### config.mk
export PLATFORM = sky130hd
export DESIGN_NAME = hx711_reader
export DESIGN_NICKNAME = d
export VERILOG_FILES = /design/src/rtl/hx711_reader.sv
export SDC_FILE = /design/constraint.sdc
export NUM_CORES = 1
export LEC_CHECK = 0
export ABC_AREA = 1
export BUFFER_PORTS_ARGS = -buffer_cell sky130_fd_sc_hd__buf_2
export CAP_MARGIN = 10
export CELL_PAD_IN_SITES_DETAIL_PLACEMENT = 1
export CELL_PAD_IN_SITES_GLOBAL_PLACEMENT = 2
export CORE_ASPECT_RATIO = 0.5
export CORE_MARGIN = 3
export CORE_UTILIZATION = 35
export CTS_CLUSTER_DIAMETER = 60
export DETAILED_ROUTE_END_ITERATION = 6
export PLACE_DENSITY = 0.89
export SLEW_MARGIN = 20
export SYNTH_ARGS = -nofsm -noshare
export SYNTH_HDL_FRONTEND = slang
export SYNTH_SLANG_ARGS = --single-unit
export TNS_END_PERCENT = 1
### constraint.sdc
create_clock -name clk_50 -period 2.61 [get_ports clk_50]
set_input_delay 0.1305 -clock clk_50 [delete_from_list [all_inputs] [get_ports clk_50]]
set_output_delay 0.1305 -clock clk_50 [all_outputs]
set_load 0.02 [all_outputs]
### src/rtl/hx711_reader.sv
// hx711_reader: serial reader for the HX711 load-cell ADC.
// Generates PD_SCK, shifts in the 24-bit two's-complement result MSB-first,
// and presents a sign-extended sample with a one-cycle valid strobe.
// Supports runtime gain/channel selection (25/26/27 pulses), power-down,
// a saturation flag and a wrapping sample counter.
//
// Ports:
//   clk_50      system clock
//   rst_n       asynchronous active-low reset
//   dout        HX711 DOUT (asynchronous, synchronised internally)
//   pd_sck      HX711 PD_SCK
//   mode        gain for the next conversion (0=A/128, 1=B/32, 2=A/64, 3->0)
//   pd_req      power-down request (level)
//   data        last sample, sign-extended to OUT_W
//   data_valid  one-cycle strobe when data updates
//   data_mode   gain/channel that produced data
//   data_sat    raw sample was at positive or negative full scale
//   busy        high while shifting or latching
//   sample_cnt  completed sample count, wraps
module hx711_reader #(
   parameter int unsigned HALF_PERIOD = 32,
   parameter int unsigned OUT_W       = 24,
   parameter int unsigned CNT_W       = 16
) (
   input  logic             clk_50,
   input  logic             rst_n,
   input  logic             dout,
   output logic             pd_sck,
   input  logic [1:0]       mode,
   input  logic             pd_req,
   output logic [OUT_W-1:0] data,
   output logic             data_valid,
   output logic [1:0]       data_mode,
   output logic             data_sat,
   output logic             busy,
   output logic [CNT_W-1:0] sample_cnt
);

   localparam int unsigned RAW_W   = 24;
   localparam int unsigned PH_W    = $clog2(HALF_PERIOD);
   localparam int unsigned PULSE_W = 5;

   localparam logic [PH_W-1:0]    PH_LAST      = PH_W'(HALF_PERIOD - 1);
   localparam logic [PULSE_W-1:0] SHIFT_PULSES = PULSE_W'(RAW_W);

   typedef enum logic [2:0] {
      WAIT_HI,
      IDLE,
      SHIFT,
      LATCH,
      PWRDN
   } state_t;

   state_t               state, state_d;
   logic                 dout_meta, dout_s;
   logic [1:0]           mode_eff;
   logic [PH_W-1:0]      ph_cnt, ph_cnt_d;
   logic [PULSE_W-1:0]   pulse_cnt, pulse_cnt_d;
   logic [PULSE_W-1:0]   pulse_last, pulse_last_d;
   logic [1:0]           mode_q, mode_q_d;
   logic [1:0]           prev_mode, prev_mode_d;
   logic [RAW_W-1:0]     shreg, shreg_d;
   logic                 sck_d, busy_d, valid_d, sat_d;
   logic [OUT_W-1:0]     data_d;
   logic [1:0]           data_mode_d;
   logic [CNT_W-1:0]     cnt_d;

   // Mode 3 is reserved on the chip; treat it as A/128.
   assign mode_eff = (mode == 2'd3) ? 2'd0 : mode;

   // Two-flop synchroniser for the asynchronous DOUT pin.
   always_ff @(posedge clk_50 or negedge rst_n) begin
      if (!rst_n) begin
         dout_meta <= 1'b0;
         dout_s    <= 1'b0;
      end else begin
         dout_meta <= dout;
         dout_s    <= dout_meta;
      end
   end

   // State register.
   always_ff @(posedge clk_50 or negedge rst_n) begin
      if (!rst_n) state <= WAIT_HI;
      else        state <= state_d;
   end

   // Next-state, datapath and registered-output decode.
   always_comb begin
      state_d      = state;
      ph_cnt_d     = ph_cnt;
      pulse_cnt_d  = pulse_cnt;
      pulse_last_d = pulse_last;
      mode_q_d     = mode_q;
      prev_mode_d  = prev_mode;
      shreg_d      = shreg;
      sck_d        = 1'b0;
      busy_d       = 1'b0;
      valid_d      = 1'b0;
      data_d       = data;
      data_mode_d  = data_mode;
      sat_d        = data_sat;
      cnt_d        = sample_cnt;

      case (state)
         // Wait for DOUT to go high so the stale low after a read is not reused.
         WAIT_HI: begin
            if (pd_req)      state_d = PWRDN;
            else if (dout_s) state_d = IDLE;
         end
         IDLE: begin
            if (pd_req) begin
               state_d = PWRDN;
            end else if (!dout_s) begin
               mode_q_d     = mode_eff;
               pulse_last_d = SHIFT_PULSES + PULSE_W'(mode_eff);
               ph_cnt_d     = '0;
               pulse_cnt_d  = '0;
               state_d      = SHIFT;
            end
         end
         // Each pulse: HALF_PERIOD low then HALF_PERIOD high; sample at end of high.
         SHIFT: begin
            sck_d = pd_sck;
            if (ph_cnt == PH_LAST) begin
               ph_cnt_d = '0;
               if (!pd_sck) begin
                  sck_d = 1'b1;
               end else begin
                  sck_d = 1'b0;
                  if (pulse_cnt < SHIFT_PULSES)
                     shreg_d = {shreg[RAW_W-2:0], dout_s};
                  pulse_cnt_d = pulse_cnt + PULSE_W'(1);
                  if (pulse_cnt == pulse_last) state_d = LATCH;
               end
            end else begin
               ph_cnt_d = ph_cnt + PH_W'(1);
            end
         end
         // The chip applies a gain to the conversion after the one that set it.
         LATCH: begin
            data_d      = OUT_W'($signed(shreg));
            sat_d       = (shreg == 24'h7FFFFF) || (shreg == 24'h800000);
            data_mode_d = prev_mode;
            prev_mode_d = mode_q;
            valid_d     = 1'b1;
            cnt_d       = sample_cnt + CNT_W'(1);
            state_d     = WAIT_HI;
         end
         // Leaving power-down resets the chip to A/128.
         PWRDN: begin
            if (!pd_req) begin
               prev_mode_d = 2'd0;
               state_d     = WAIT_HI;
            end
         end
         default: state_d = WAIT_HI;
      endcase

      if (state_d == PWRDN) sck_d = 1'b1;
      busy_d = (state_d == SHIFT) || (state_d == LATCH);
   end

   // Datapath and output registers.
   always_ff @(posedge clk_50 or negedge rst_n) begin
      if (!rst_n) begin
         ph_cnt     <= '0;
         pulse_cnt  <= '0;
         pulse_last <= '0;
         mode_q     <= 2'd0;
         prev_mode  <= 2'd0;
         shreg      <= '0;
         pd_sck     <= 1'b0;
         busy       <= 1'b0;
         data_valid <= 1'b0;
         data       <= '0;
         data_mode  <= 2'd0;
         data_sat   <= 1'b0;
         sample_cnt <= '0;
      end else begin
         ph_cnt     <= ph_cnt_d;
         pulse_cnt  <= pulse_cnt_d;
         pulse_last <= pulse_last_d;
         mode_q     <= mode_q_d;
         prev_mode  <= prev_mode_d;
         shreg      <= shreg_d;
         pd_sck     <= sck_d;
         busy       <= busy_d;
         data_valid <= valid_d;
         data       <= data_d;
         data_mode  <= data_mode_d;
         data_sat   <= sat_d;
         sample_cnt <= cnt_d;
      end
   end

endmodule

==> run summary <==
=================================================================================================================
Worst min path class                                                                                 primary input to flip-flop
Number of H-tree levels                                                                                         3
Core Util, Final                                                                                            0.444
Most frequent cell after synthesis                                                                        nand2_1
Count of routing violations after the opening detailed-route iteration                                        156
Maximum number of pins on one net before global-route repair                                                   49
Worst reg-to-reg setup slack                                                                               680 ps
Cell types occupying the most area after synthesis                                                   dfrtp_1 56%, nand2_1 14%, o21ai_0 5.6%, nor2_1 4.9%, inv_1 4.7%
CP startpoint kind                                                                                      flip-flop
Yosys cell types                                                                                               29
Register area share after synthesis                                                                         0.560
Ranking of synthesized cells by instance count                                                       154 x nand2_1, 90 x dfrtp_1, 52 x nor2_1
Syn. warnings                                                                                                   0
Antenna fix cells                                                                                               0
Internal power                                                                                            2.31 mW
Fraction of final layout cells with drive strength greater than 1                                           0.154
Syn Nets                                                                                                      488
Number of antenna violations at the first check in global routing                                               0
Cell area power density                                                                               640 mW/mm^2
Crit path DAT                                                                                             2190 ps
Crit Reg-Reg Startpoint                                                                                 ph_cnt[0]
Die height                                                                                           81.8 microns
Die ar.                                                                                              0.0129 sq mm
Post-detailed-routing wire length                                                                    9260 microns
Final HPWL from detailed placement                                                                   6540 microns
Critical Path End Type                                                                                  flip-flop
Setup Slack @ Placement                                                                                    684 ps
Cell type with the highest aggregate area in the netlist                                                  dfrtp_1
Detail Route Antenna Nets                                                                                       0
Standard-cell row count                                                                                        26
Proportion of netlist area held by the largest area contributor                                             0.560
Drt first pass iters                                                                                            4
RSZ-0062 raised after global routing                                                                           no
Final total power                                                                                         3.04 mW
Xor/xnor cell area share of the yosys netlist                                                              0.0283
Status                                                                                                  completed
Synthesized-area fraction occupied by and/or/nand/nor cells                                                 0.237
Port Buffer Count                                                                                              51
Critical path buffers and inverters                                                                             1
Number of enable-type register cells in the synthesized netlist                                                 0
Worst-Skew Late Latency                                                                                    340 ps
Net Switching                                                                                            0.729 mW
Min setup slack post-route                                                                                 680 ps
Required @ worst endpoint                                                                                 2870 ps
Clock transition at the registers of the reported paths                                                     60 ps
Crit-path slowest cell                                                                                      buf_4
Peak supply drop                                                                                           270 uV
Core region area                                                                                     0.0107 sq mm
Clock root cell                                                                                         clkbuf_16
Synth Instances                                                                                               478
Crit-path most repeated cell                                                                              nand2_1
Post-Place Cells                                                                                              661
Register bit total from synthesis                                                                              90
Global-route wire length before repair                                                               16200 microns
Average wire per cell in the routed design                                                           13.6 microns
Combinational family with the most area after synthesis                                              simple AND/OR/NAND/NOR gates
Max-cap check violation count                                                                                   0
Buffer depth of the longest clock path                                                                          2
Transition time at the pin with the least slew margin                                                      651 ps
CTS tree                                                                                                     done
Syn-to-layout area delta                                                                                    18.2%
Vias per inst                                                                                                4.72
Reg-to-reg critical path endpoint                                                                       shreg[18]
Width of the die                                                                                      158 microns
Setup Fix Bufs, Post-CTS                                                                                        0
Post-Synthesis Mean Instance Area                                                                      8.41 sq um
Number of ports placed on the die boundary                                                                     52
Share of power burned in the clock network                                                                  0.430
Overflow after GRT                                                                                              0
Rel. slew slack                                                                                             0.566
Number of global-route vias before repair                                                                    3381
Critical hold path startpoint                                                                             mode[1]
Pleak                                                                                                     2.31 nW
Tcrit/Tclk final                                                                                            0.740
Number of buffers inserted during clock tree synthesis                                                          9
Max stage delay on crit path                                                                               410 ps
Worst Setup Path Type                                                                                flip-flop to flip-flop
Worst Hold Path EP                                                                                      mode_q[0]
Hold Violations, Final                                                                                          0
Highest clock rate                                                                                      0.518 GHz
Final setup vio count                                                                                           0
Final net count                                                                                               545
FFs w/ async S/R, synth                                                                                      1.00
Post-route design area                                                                               0.00475 sq mm
Sequential power share                                                                                      0.501
Count of cells along the worst hold path                                                                        4
Post-synth design cell area                                                                          0.00402 sq mm
Predominant post-synthesis flop cell                                                                      dfrtp_1
Arithmetic-cell share of the synthesized area counting full adders, half adders and majority gates         0.0124
Final critical delay including setup and external delays                                                  1930 ps
Setup total negative slack                                                                                   0 ps
CTS Sinks                                                                                                      90
Part of the total power dissipated in combinational logic                                                   0.070
Crit path max-delay family                                                                           simple AND/OR/NAND/NOR gates
Cells along the critical path                                                                        ha_1 > nand2_1 > nor2_1 > ha_1 > nand2_1 > nor2_4 > nand2_2 > buf_4 > nand2_1 > o21ai_1
Routability Congestion                                                                                      0.766
Effective utilization at floorplan                                                                          0.376
# DRC                                                                                                           0
Placed inst area                                                                                     0.00442 sq mm
Final hold slack                                                                                          68.5 ps
Overall via count from detail_route                                                                          3209
Switching part of the total power                                                                           0.240
Largest driver fanout on the critical path                                                                     48
Share of cell area taken by muxes after synthesis                                                               0
Count of pins over their slew limit                                                                             0
R2R cell count                                                                                                 10
Filler-free cell count of the finished design                                                                 680
Synthesized-area fraction occupied by ao, oa, aoi and oai cells                                            0.0952
GRT Overall Usage                                                                                           0.161
Final setup skew                                                                                          6.34 ps
=================================================================================================================
power by group through the flow:
| stage | Sequential (mW) | Clock, mW | Combinational, mW |
|---|---|---|---|
| 3_5_place_dp | 1.55 | 0 | 0.216 |
| 3_3_place_gp | 1.55 | 0 | 0.210 |
| 2_1_floorplan | 1.54 | 0 | 0.127 |
| 6_report | 1.52 | 1.31 | 0.212 |
| 4_1_cts | 1.52 | 1.34 | 0.220 |
| 5_1_grt | 1.53 | 1.40 | 0.256 |
flip-flops by register name (all words and copies together) (netlist names), 2 cells and up:
register    cells
prev_mode       2
pulse_cnt       5
data           24
pulse_last      2
shreg          24
ph_cnt          5
state           3
sample_cnt     16
data_mode       2
routing by layer:
metal / global-route usage / wire length, microns / vias up
li1: - / - / 1609
met1: 0.211 / 4710 / 1553
met2: 0.264 / 4150 / 38
met3: 0.0432 / 266 / 9
met4: 0.0519 / 129 / 0
met5: 0 / 0 / -
cell usage in the layout (no fill, tap or decap), types with 2 or more instances in the layout:
cell | synthesis | layout
a21oi_1 | 4 | 4
inv_1 | 50 | 50
o21ai_2 | 4 | 4
nand2_1 | 154 | 154
buf_4 | 0 | 4
dlygate4sd3_1 | 0 | 3
dfrtp_1 | 90 | 90
clkbuf_16 | 0 | 9
nand4_1 | 5 | 5
xor2_1 | 9 | 9
o21ai_0 | 45 | 45
nor3_1 | 2 | 2
clkinv_2 | 0 | 3
ha_1 | 4 | 4
buf_2 | 3 | 50
nor2_1 | 52 | 52
o21ai_1 | 16 | 16
nand3_1 | 14 | 14
nand2_2 | 2 | 2
xnor2_1 | 4 | 4
logic make-up after synthesis:
logic type | after synthesis
adder cells (fa/ha/maj) | 4
AND/OR/NAND/NOR | 235
XOR/XNOR | 13
AO/OA/AOI/OAI | 72
flip-flops | 90
buffers and inverters | 64
worst register-to-register path, delay by kind of cell, from the launching register on:
| family | cells | cell delay [ps] |
|---|---|---|
| AND/OR/NAND/NOR | 6 | 520 |
| adder cells (fa/ha/maj) | 2 | 420 |
| buffers and inverters | 1 | 410 |
| flip-flops | 1 | 400 |
| AO/OA/AOI/OAI | 1 | 100 |
final cells by class:
cell class,count,area (sq um)
fill,1317,5950
clock inverter,5,53.8
inverter,52,195
clock buffer,11,243
sequential,90,2250
tap,140,175
multi-input combinational,324,1500
timing repair buffer,58,330
how the worst max path moves through the flow:
| stage | slack (ps) | cells past startpoint | from | endpoint |
|---|---|---|---|---|
| CTS | 670 | 10 | ph_cnt[0] | shreg[18] |
| global route | 460 | 10 | ph_cnt[0] | shreg[13] |
| floorplan | 960 | 11 | ph_cnt[0] | shreg[21] |
| global placement | 760 | 9 | ph_cnt[0] | shreg[6] |
| finish | 680 | 10 | ph_cnt[0] | shreg[18] |
| detailed placement | 680 | 9 | ph_cnt[0] | shreg[6] |
what timing repair did:
action / in CTS / in global routing
hold buffers: 3 / 0
endpoints found under the hold margin: 49 / 0
resized for setup: 0 / 0
Power figures use the tool's default switching activity.
